==> src/rtl/jtag_tap_sync.sv <==
// JTAG TAP responder: oversamples TCK/TMS/TDI on wb_clk_i and runs the 1149.1 TAP with IR, IDCODE, BYPASS and debug-DR strobes.
// Optional TCK deglitch filter enabled by defining JTAG_TAP_SYNC_TCK_FILTER_EN.
module jtag_tap_sync #(
  parameter logic [31:0] IDCODE_VALUE = 32'h149511C3,
  parameter logic [3:0]  IDCODE_INSTR = 4'h2,
  parameter logic [3:0]  DEBUG_INSTR  = 4'h8,
  parameter logic [3:0]  BYPASS_INSTR = 4'hF
) (
  input  logic wb_clk_i,
  input  logic wb_rst_i,
  input  logic tck_pad_i,
  input  logic tms_pad_i,
  input  logic tdi_pad_i,
  output logic tdo_pad_o,
  input  logic debug_tdo_i,
  output logic tdi_o,
  output logic debug_select_o,
  output logic capture_dr_o,
  output logic shift_dr_o,
  output logic update_dr_o,
  output logic test_logic_reset_o
);

  typedef enum logic [3:0] {
    TEST_LOGIC_RESET, RUN_TEST_IDLE,
    SELECT_DR, CAPTURE_DR, SHIFT_DR, EXIT1_DR, PAUSE_DR, EXIT2_DR, UPDATE_DR,
    SELECT_IR, CAPTURE_IR, SHIFT_IR, EXIT1_IR, PAUSE_IR, EXIT2_IR, UPDATE_IR
  } tap_state_e;

  logic r_tck_meta, r_tck_sync, r_tck_prev;
  logic r_tms_meta, r_tms_sync;
  logic r_tdi_meta, r_tdi_sync;
  logic w_tck_lvl, w_tck_rise, w_tck_fall;

  tap_state_e  r_state, w_state_next;
  logic [3:0]  r_ir, r_ir_shift;
  logic [31:0] r_idcode_shift;
  logic        r_bypass, r_tdo;
  logic        r_capture_dr, r_shift_dr, r_update_dr;
  logic        w_sel_idcode, w_sel_debug, w_sel_bypass, w_dr_tdo;

  // NOTE: every sequential process uses <= so all flops see pre-edge values.
  always_ff @(posedge wb_clk_i) begin
    if (wb_rst_i) begin
      r_tck_meta <= 1'b0;  r_tck_sync <= 1'b0;  r_tck_prev <= 1'b0;
      r_tms_meta <= 1'b0;  r_tms_sync <= 1'b0;
      r_tdi_meta <= 1'b0;  r_tdi_sync <= 1'b0;
    end else begin
      r_tck_meta <= tck_pad_i;  r_tck_sync <= r_tck_meta;  r_tck_prev <= w_tck_lvl;
      r_tms_meta <= tms_pad_i;  r_tms_sync <= r_tms_meta;
      r_tdi_meta <= tdi_pad_i;  r_tdi_sync <= r_tdi_meta;
    end
  end

`ifdef JTAG_TAP_SYNC_TCK_FILTER_EN
  // The filtered level only follows sync_tck once it has been stable for two samples.
  logic r_tck_hold;
  always_ff @(posedge wb_clk_i) begin
    if (wb_rst_i) r_tck_hold <= 1'b0;
    else          r_tck_hold <= r_tck_sync;
  end
  assign w_tck_lvl = (r_tck_sync == r_tck_hold) ? r_tck_sync : r_tck_prev;
`else
  assign w_tck_lvl = r_tck_sync;
`endif

  assign w_tck_rise = w_tck_lvl & ~r_tck_prev;
  assign w_tck_fall = ~w_tck_lvl & r_tck_prev;

  // NOTE: next state defaults to the current one first, so no latch is inferred.
  always_comb begin
    w_state_next = r_state;
    if (w_tck_rise) begin
      case (r_state)
        TEST_LOGIC_RESET: w_state_next = r_tms_sync ? TEST_LOGIC_RESET : RUN_TEST_IDLE;
        RUN_TEST_IDLE:    w_state_next = r_tms_sync ? SELECT_DR : RUN_TEST_IDLE;
        SELECT_DR:        w_state_next = r_tms_sync ? SELECT_IR : CAPTURE_DR;
        CAPTURE_DR:       w_state_next = r_tms_sync ? EXIT1_DR  : SHIFT_DR;
        SHIFT_DR:         w_state_next = r_tms_sync ? EXIT1_DR  : SHIFT_DR;
        EXIT1_DR:         w_state_next = r_tms_sync ? UPDATE_DR : PAUSE_DR;
        PAUSE_DR:         w_state_next = r_tms_sync ? EXIT2_DR  : PAUSE_DR;
        EXIT2_DR:         w_state_next = r_tms_sync ? UPDATE_DR : SHIFT_DR;
        UPDATE_DR:        w_state_next = r_tms_sync ? SELECT_DR : RUN_TEST_IDLE;
        SELECT_IR:        w_state_next = r_tms_sync ? TEST_LOGIC_RESET : CAPTURE_IR;
        CAPTURE_IR:       w_state_next = r_tms_sync ? EXIT1_IR  : SHIFT_IR;
        SHIFT_IR:         w_state_next = r_tms_sync ? EXIT1_IR  : SHIFT_IR;
        EXIT1_IR:         w_state_next = r_tms_sync ? UPDATE_IR : PAUSE_IR;
        PAUSE_IR:         w_state_next = r_tms_sync ? EXIT2_IR  : PAUSE_IR;
        EXIT2_IR:         w_state_next = r_tms_sync ? UPDATE_IR : SHIFT_IR;
        UPDATE_IR:        w_state_next = r_tms_sync ? SELECT_DR : RUN_TEST_IDLE;
        default:          w_state_next = TEST_LOGIC_RESET;
      endcase
    end
  end

  always_ff @(posedge wb_clk_i) begin
    if (wb_rst_i) r_state <= TEST_LOGIC_RESET;
    else          r_state <= w_state_next;
  end

  assign w_sel_idcode = (r_ir == IDCODE_INSTR);
  assign w_sel_debug  = (r_ir == DEBUG_INSTR);
  assign w_sel_bypass = (r_ir == BYPASS_INSTR) || (!w_sel_idcode && !w_sel_debug);

  always_comb begin
    w_dr_tdo = debug_tdo_i;
    if (w_sel_bypass)      w_dr_tdo = r_bypass;
    else if (w_sel_idcode) w_dr_tdo = r_idcode_shift[0];
  end

  // Rise is checked first, so a coincident fall (TCK too narrow) is dropped.
  always_ff @(posedge wb_clk_i) begin
    if (wb_rst_i) begin
      r_ir           <= IDCODE_INSTR;
      r_ir_shift     <= 4'h0;
      r_idcode_shift <= 32'h0;
      r_bypass       <= 1'b0;
      r_tdo          <= 1'b0;
    end else if (w_tck_rise) begin
      case (r_state)
        CAPTURE_IR: r_ir_shift <= 4'b0101;
        SHIFT_IR:   r_ir_shift <= {r_tdi_sync, r_ir_shift[3:1]};
        CAPTURE_DR: begin
          r_idcode_shift <= IDCODE_VALUE;
          r_bypass       <= 1'b0;
        end
        SHIFT_DR: begin
          r_idcode_shift <= {r_tdi_sync, r_idcode_shift[31:1]};
          r_bypass       <= r_tdi_sync;
        end
        default: ;
      endcase
      if (w_state_next == TEST_LOGIC_RESET) r_ir <= IDCODE_INSTR;
    end else if (w_tck_fall) begin
      case (r_state)
        UPDATE_IR: begin
          r_ir  <= r_ir_shift;
          r_tdo <= 1'b0;
        end
        SHIFT_IR: r_tdo <= r_ir_shift[0];
        SHIFT_DR: r_tdo <= w_dr_tdo;
        default:  r_tdo <= 1'b0;
      endcase
    end
  end

  always_ff @(posedge wb_clk_i) begin
    if (wb_rst_i) begin
      r_capture_dr <= 1'b0;
      r_shift_dr   <= 1'b0;
      r_update_dr  <= 1'b0;
    end else begin
      r_capture_dr <= w_tck_rise && (r_state == CAPTURE_DR) && w_sel_debug;
      r_shift_dr   <= w_tck_rise && (r_state == SHIFT_DR)   && w_sel_debug;
      r_update_dr  <= w_tck_fall && (r_state == UPDATE_DR)  && w_sel_debug;
    end
  end

  assign tdo_pad_o          = r_tdo;
  assign tdi_o              = r_tdi_sync;
  assign debug_select_o     = w_sel_debug;
  assign capture_dr_o       = r_capture_dr;
  assign shift_dr_o         = r_shift_dr;
  assign update_dr_o        = r_update_dr;
  assign test_logic_reset_o = (r_state == TEST_LOGIC_RESET);

endmodule

==> config.mk <==
export PLATFORM = sky130hd
export DESIGN_NAME = jtag_tap_sync
export DESIGN_NICKNAME = d
export VERILOG_FILES = /design/src/rtl/jtag_tap_sync.sv
export SDC_FILE = /design/constraint.sdc
export NUM_CORES = 1
export LEC_CHECK = 0
export BUFFER_PORTS_ARGS = -buffer_cell sky130_fd_sc_hd__buf_2
export CORE_MARGIN = 4
export CORE_UTILIZATION = 55
export DETAILED_ROUTE_END_ITERATION = 12
export PLACE_DENSITY_LB_ADDON = 0.2
export SYNTH_ARGS = -nofsm -noshare
export SYNTH_HDL_FRONTEND = slang
export SYNTH_SLANG_ARGS = --single-unit
==> constraint.sdc <==
create_clock -name wb_clk_i -period 2.3 [get_ports wb_clk_i]
set_input_delay 0.575 -clock wb_clk_i [delete_from_list [all_inputs] [get_ports wb_clk_i]]
set_output_delay 0.575 -clock wb_clk_i [all_outputs]
set_load 0.01 [all_outputs]
==> summary.md <==
| Metric | Value |
|---|---|
| Worst Tran Pin Value | `between 0.6 and 0.7 ns` |
| Via density | `5.62` |
| Flop2flop setup slack | `between 0.3 and 0.4 ns` |
| Hold_buf cts | `0` |
| # DRC | `0` |
| VDD IR-drop max | `approximately 540 uV` |
| DIE WIDTH | `slightly above 70 um` |
| Clk sink count | `55` |
| Synthesis-to-finish area growth | `8.24%` |
| First-pass DRT Iterations | `5` |
| Pwr/cell area | `642 nW/um^2` |
| I/O Buffers | `12` |
| Post-DP HPWL | `~2700 um` |
| Unique masters post-synth | `42` |
| Skew-Pair Late Insertion Delay | `0.31 ns` |
| Crit Reg-Reg Endpoint | `r_ir[0]$_SDFFE_PP0P_` |
| Vias | `roughly 1.8k` |
| Std cell rows | `22` |
| Final worst path period need | `between 2 and 2.5 ns` |
| Post-CTS setup buffer count | `0` |
| Fin area | `2420 sq um` |
| Die ar. | `around 5100 sq um` |
| Worst EP required | `1.73 ns` |
| Layout cells sized above 1 | `between 10 and 15%` |
| Syn Inst Count | `between 200 and 300` |
| Initial Util | `about 60%` |
| Synth Area per Inst | `roughly 8.7 sq um` |
| Max Fclk | `between 400 and 500 MHz` |
| Die height | `just over 70 um` |
| Clock Path Buffers | `2` |
| #FFs+latches synth | `55` |
| Fin. Hold Viols | `0` |
| # setup viols final | `0` |
| Count of synthesis-stage warnings from yosys | `0` |
| I/O pins | `13` |
| Clk slew on worst S/H paths | `0.10 ns` |
| First-pass GRT wire length | `7110 um` |
| Setup TNS | `0 ns` |
| Seq/Total Area, Yosys | `about half` |
| CTS root buffer | `clkbuf_8` |
| Tcrit/Tclk final | `between 90% and 100%` |
| H-Tree Depth | `2` |
| Launch point of the worst path | `r_ir[0]$_SDFFE_PP0P_` |
| Antenna diodes | `0` |
| RSZ-0062 raised after global routing | `no` |
| Initial antenna violation count | `0` |
| Gr usage total | `16.9%` |
| Syn Std Cell Area | `approximately 2200 sq um` |
| Final clock skew | `between 0.008 and 0.009 ns` |
| Static leakage | `~0.88 nW` |
| Gr ovfl total | `0` |
| Final Max Slew Viols | `0` |
| Pin count of the biggest net entering global routing | `44` |
| Setup crit end | `debug_select_o` |
| CP endpoint kind | `primary output` |
| Core ar. | `approximately 3800 sq um` |
| CTS tree | `done` |
| Gpl congestion | `0.879` |
| Outcome | `complete, no violations` |
| WL/cell | `13.1 um` |
| Final nets | `~270` |
| Vias in the first global route | `around 1.6k` |
| CP max FO | `4` |
| Critical Path AT | `between 1.5 and 2 ns` |
| Critical R2R Launch | `r_tck_prev$_SDFF_PP0_` |
| Max Cap Viol | `0` |
| Min Hold Slack | `~0.44 ns` |
| Detail Route Antenna Nets | `0` |
| Total length of routed wires | `4100 um` |
| Initial detailed-routing violation count | `about 240` |
| Critical Path Start Type | `flop` |
| Worst reg2reg path depth | `6` |
| Placed inst area | `around 2300 sq um` |
| Tightest Hold Check Type | `flop to flop` |
| Max_slew headroom | `approximately 55%` |
| Post-synthesis net count | `~270` |
| Crit Path Category | `flop to primary output` |
| CTS resizes | `0` |
| Cts bufs inserted | `5` |
[kinds of logic (layout without fill, tap and decap cells)]
kind of cell             count (synthesis)  in the layout  share of synthesized area, %
AND/OR/NAND/NOR                        112            112                          25.8
AO/OA/AOI/OAI                           57             57                          17.5
flip-flops                              55             55                          49.3
multiplexers                             2              2                         0.896
buffers and inverters                   28             35                          5.04
XOR/XNOR                                 1              1                         0.392
adder cells (fa/ha/maj)                  2              2                          1.12
[worst max-delay path, stage by stage (launching register included)]
cell and delay, ns:
dfxtp_1 0.34, nor4b_1 0.62, buf_2 0.26
[cell usage in the layout (no fill, tap or decap), drive strengths merged, types with 7 or more instances in the layout]
cell type  count
nor2b         21
nand2          9
buf           20
inv            7
a21oi         11
dfxtp         55
a22oi         20
nor2          44
nor3          14
o21ai          9
[state kept, by name, indices dropped and copies added, names as in the netlist]
name            cells
r_idcode_shift     32
capture_dr_o        1
r_ir_shift          4
r_tck_prev          1
r_tms_sync          1
r_tck_sync          1
r_tms_meta          1
tdo_pad_o           1
shift_dr_o          1
r_state             4
r_tdi_meta          1
tdi_o               1
r_tck_meta          1
update_dr_o         1
r_ir                4
[per-layer routing]
layer  GRT usage (%)  part of all wire [%]  vias to the layer above
li1                -                     -                      913
met2            24.4                    43                       32
met5               0                     0                        -
met3            4.07                   4.7                        4
met4            5.01                  0.98                        0
met1            25.0                    51                      804
[per-stage QoR]
stage               cells  power (mW)  util, %  setup slack, ns
global placement      304        1.04     61.3            0.445
detailed placement    304        1.05     61.3            0.390
global route          312        1.62     63.6            0.134
floorplan             257        1.03        -            0.582
CTS                   312        1.57     63.6            0.266
finish                312        1.55     63.6            0.212
[synth_stat cells]
cell,n,area [sq um]
o32ai_1,1,8.76
buf_2,6,30.0
nand2b_1,2,12.5
o32a_1,1,10.0
and3b_1,1,8.76
o2111ai_1,1,8.76
o21a_1,1,7.51
a221oi_1,2,17.5
inv_1,7,26.3
a311oi_1,2,17.5
nor3b_1,1,7.51
mux2i_1,2,20.0
and3_1,2,12.5
nand2_1,9,33.8
ha_1,2,25.0
a21oi_1,11,55.1
clkbuf_1,14,52.6
buf_1,1,3.75
nor3_1,14,70.1
a221o_1,1,10.0
or4b_2,1,10.0
a21boi_0,1,7.51
or4b_1,2,20.0
nor4b_1,2,17.5
a211oi_1,1,7.51
and4_1,1,8.76
a31oi_1,2,12.5
o211ai_1,2,15.0
a32oi_1,1,8.76
dfxtp_1,55,1100
nor4_1,2,12.5
o21ai_0,9,45.0
nor2b_1,21,131
and2_1,1,6.26
or4_1,1,7.51
nand2b_4,1,13.8
xor2_1,1,8.76
a22oi_1,20,150
a22o_1,1,8.76
nor2_1,44,165
nand4_1,2,12.5
nand3_1,5,25.0
[cell type report]
type	count	area, sq um
Multi-Input combinational cell	174	1020
Clock buffer	6	72.6
Inverter	7	26.3
Clock inverter	2	17.5
Tap cell	48	60.1
Sequential cell	55	1100
Fill cell	337	1380
Timing Repair Buffer	20	120
[report_power, final]
part | total, mW | internal, mW | switching, mW
clock network | 0.529 | 0.219 | 0.310
registers | 0.965 | 0.959 | 0.00598
logic | 0.0585 | 0.0208 | 0.0378
[worst min-delay path by stage]
stage	cells after the start	endpoint	startpoint	slack, ns
4_1_cts	1	r_tms_sync$_SDFF_PP0_	r_tms_meta$_SDFF_PP0_	0.44
2_1_floorplan	1	r_tck_sync$_SDFF_PP0_	r_tck_meta$_SDFF_PP0_	0.41
5_1_grt	1	r_tms_sync$_SDFF_PP0_	r_tms_meta$_SDFF_PP0_	0.47
3_5_place_dp	1	r_tms_sync$_SDFF_PP0_	r_tms_meta$_SDFF_PP0_	0.43
3_3_place_gp	1	tdi_o$_SDFF_PP0_	r_tdi_meta$_SDFF_PP0_	0.42
6_report	1	r_tms_sync$_SDFF_PP0_	r_tms_meta$_SDFF_PP0_	0.44
Power figures use the tool's default switching activity.
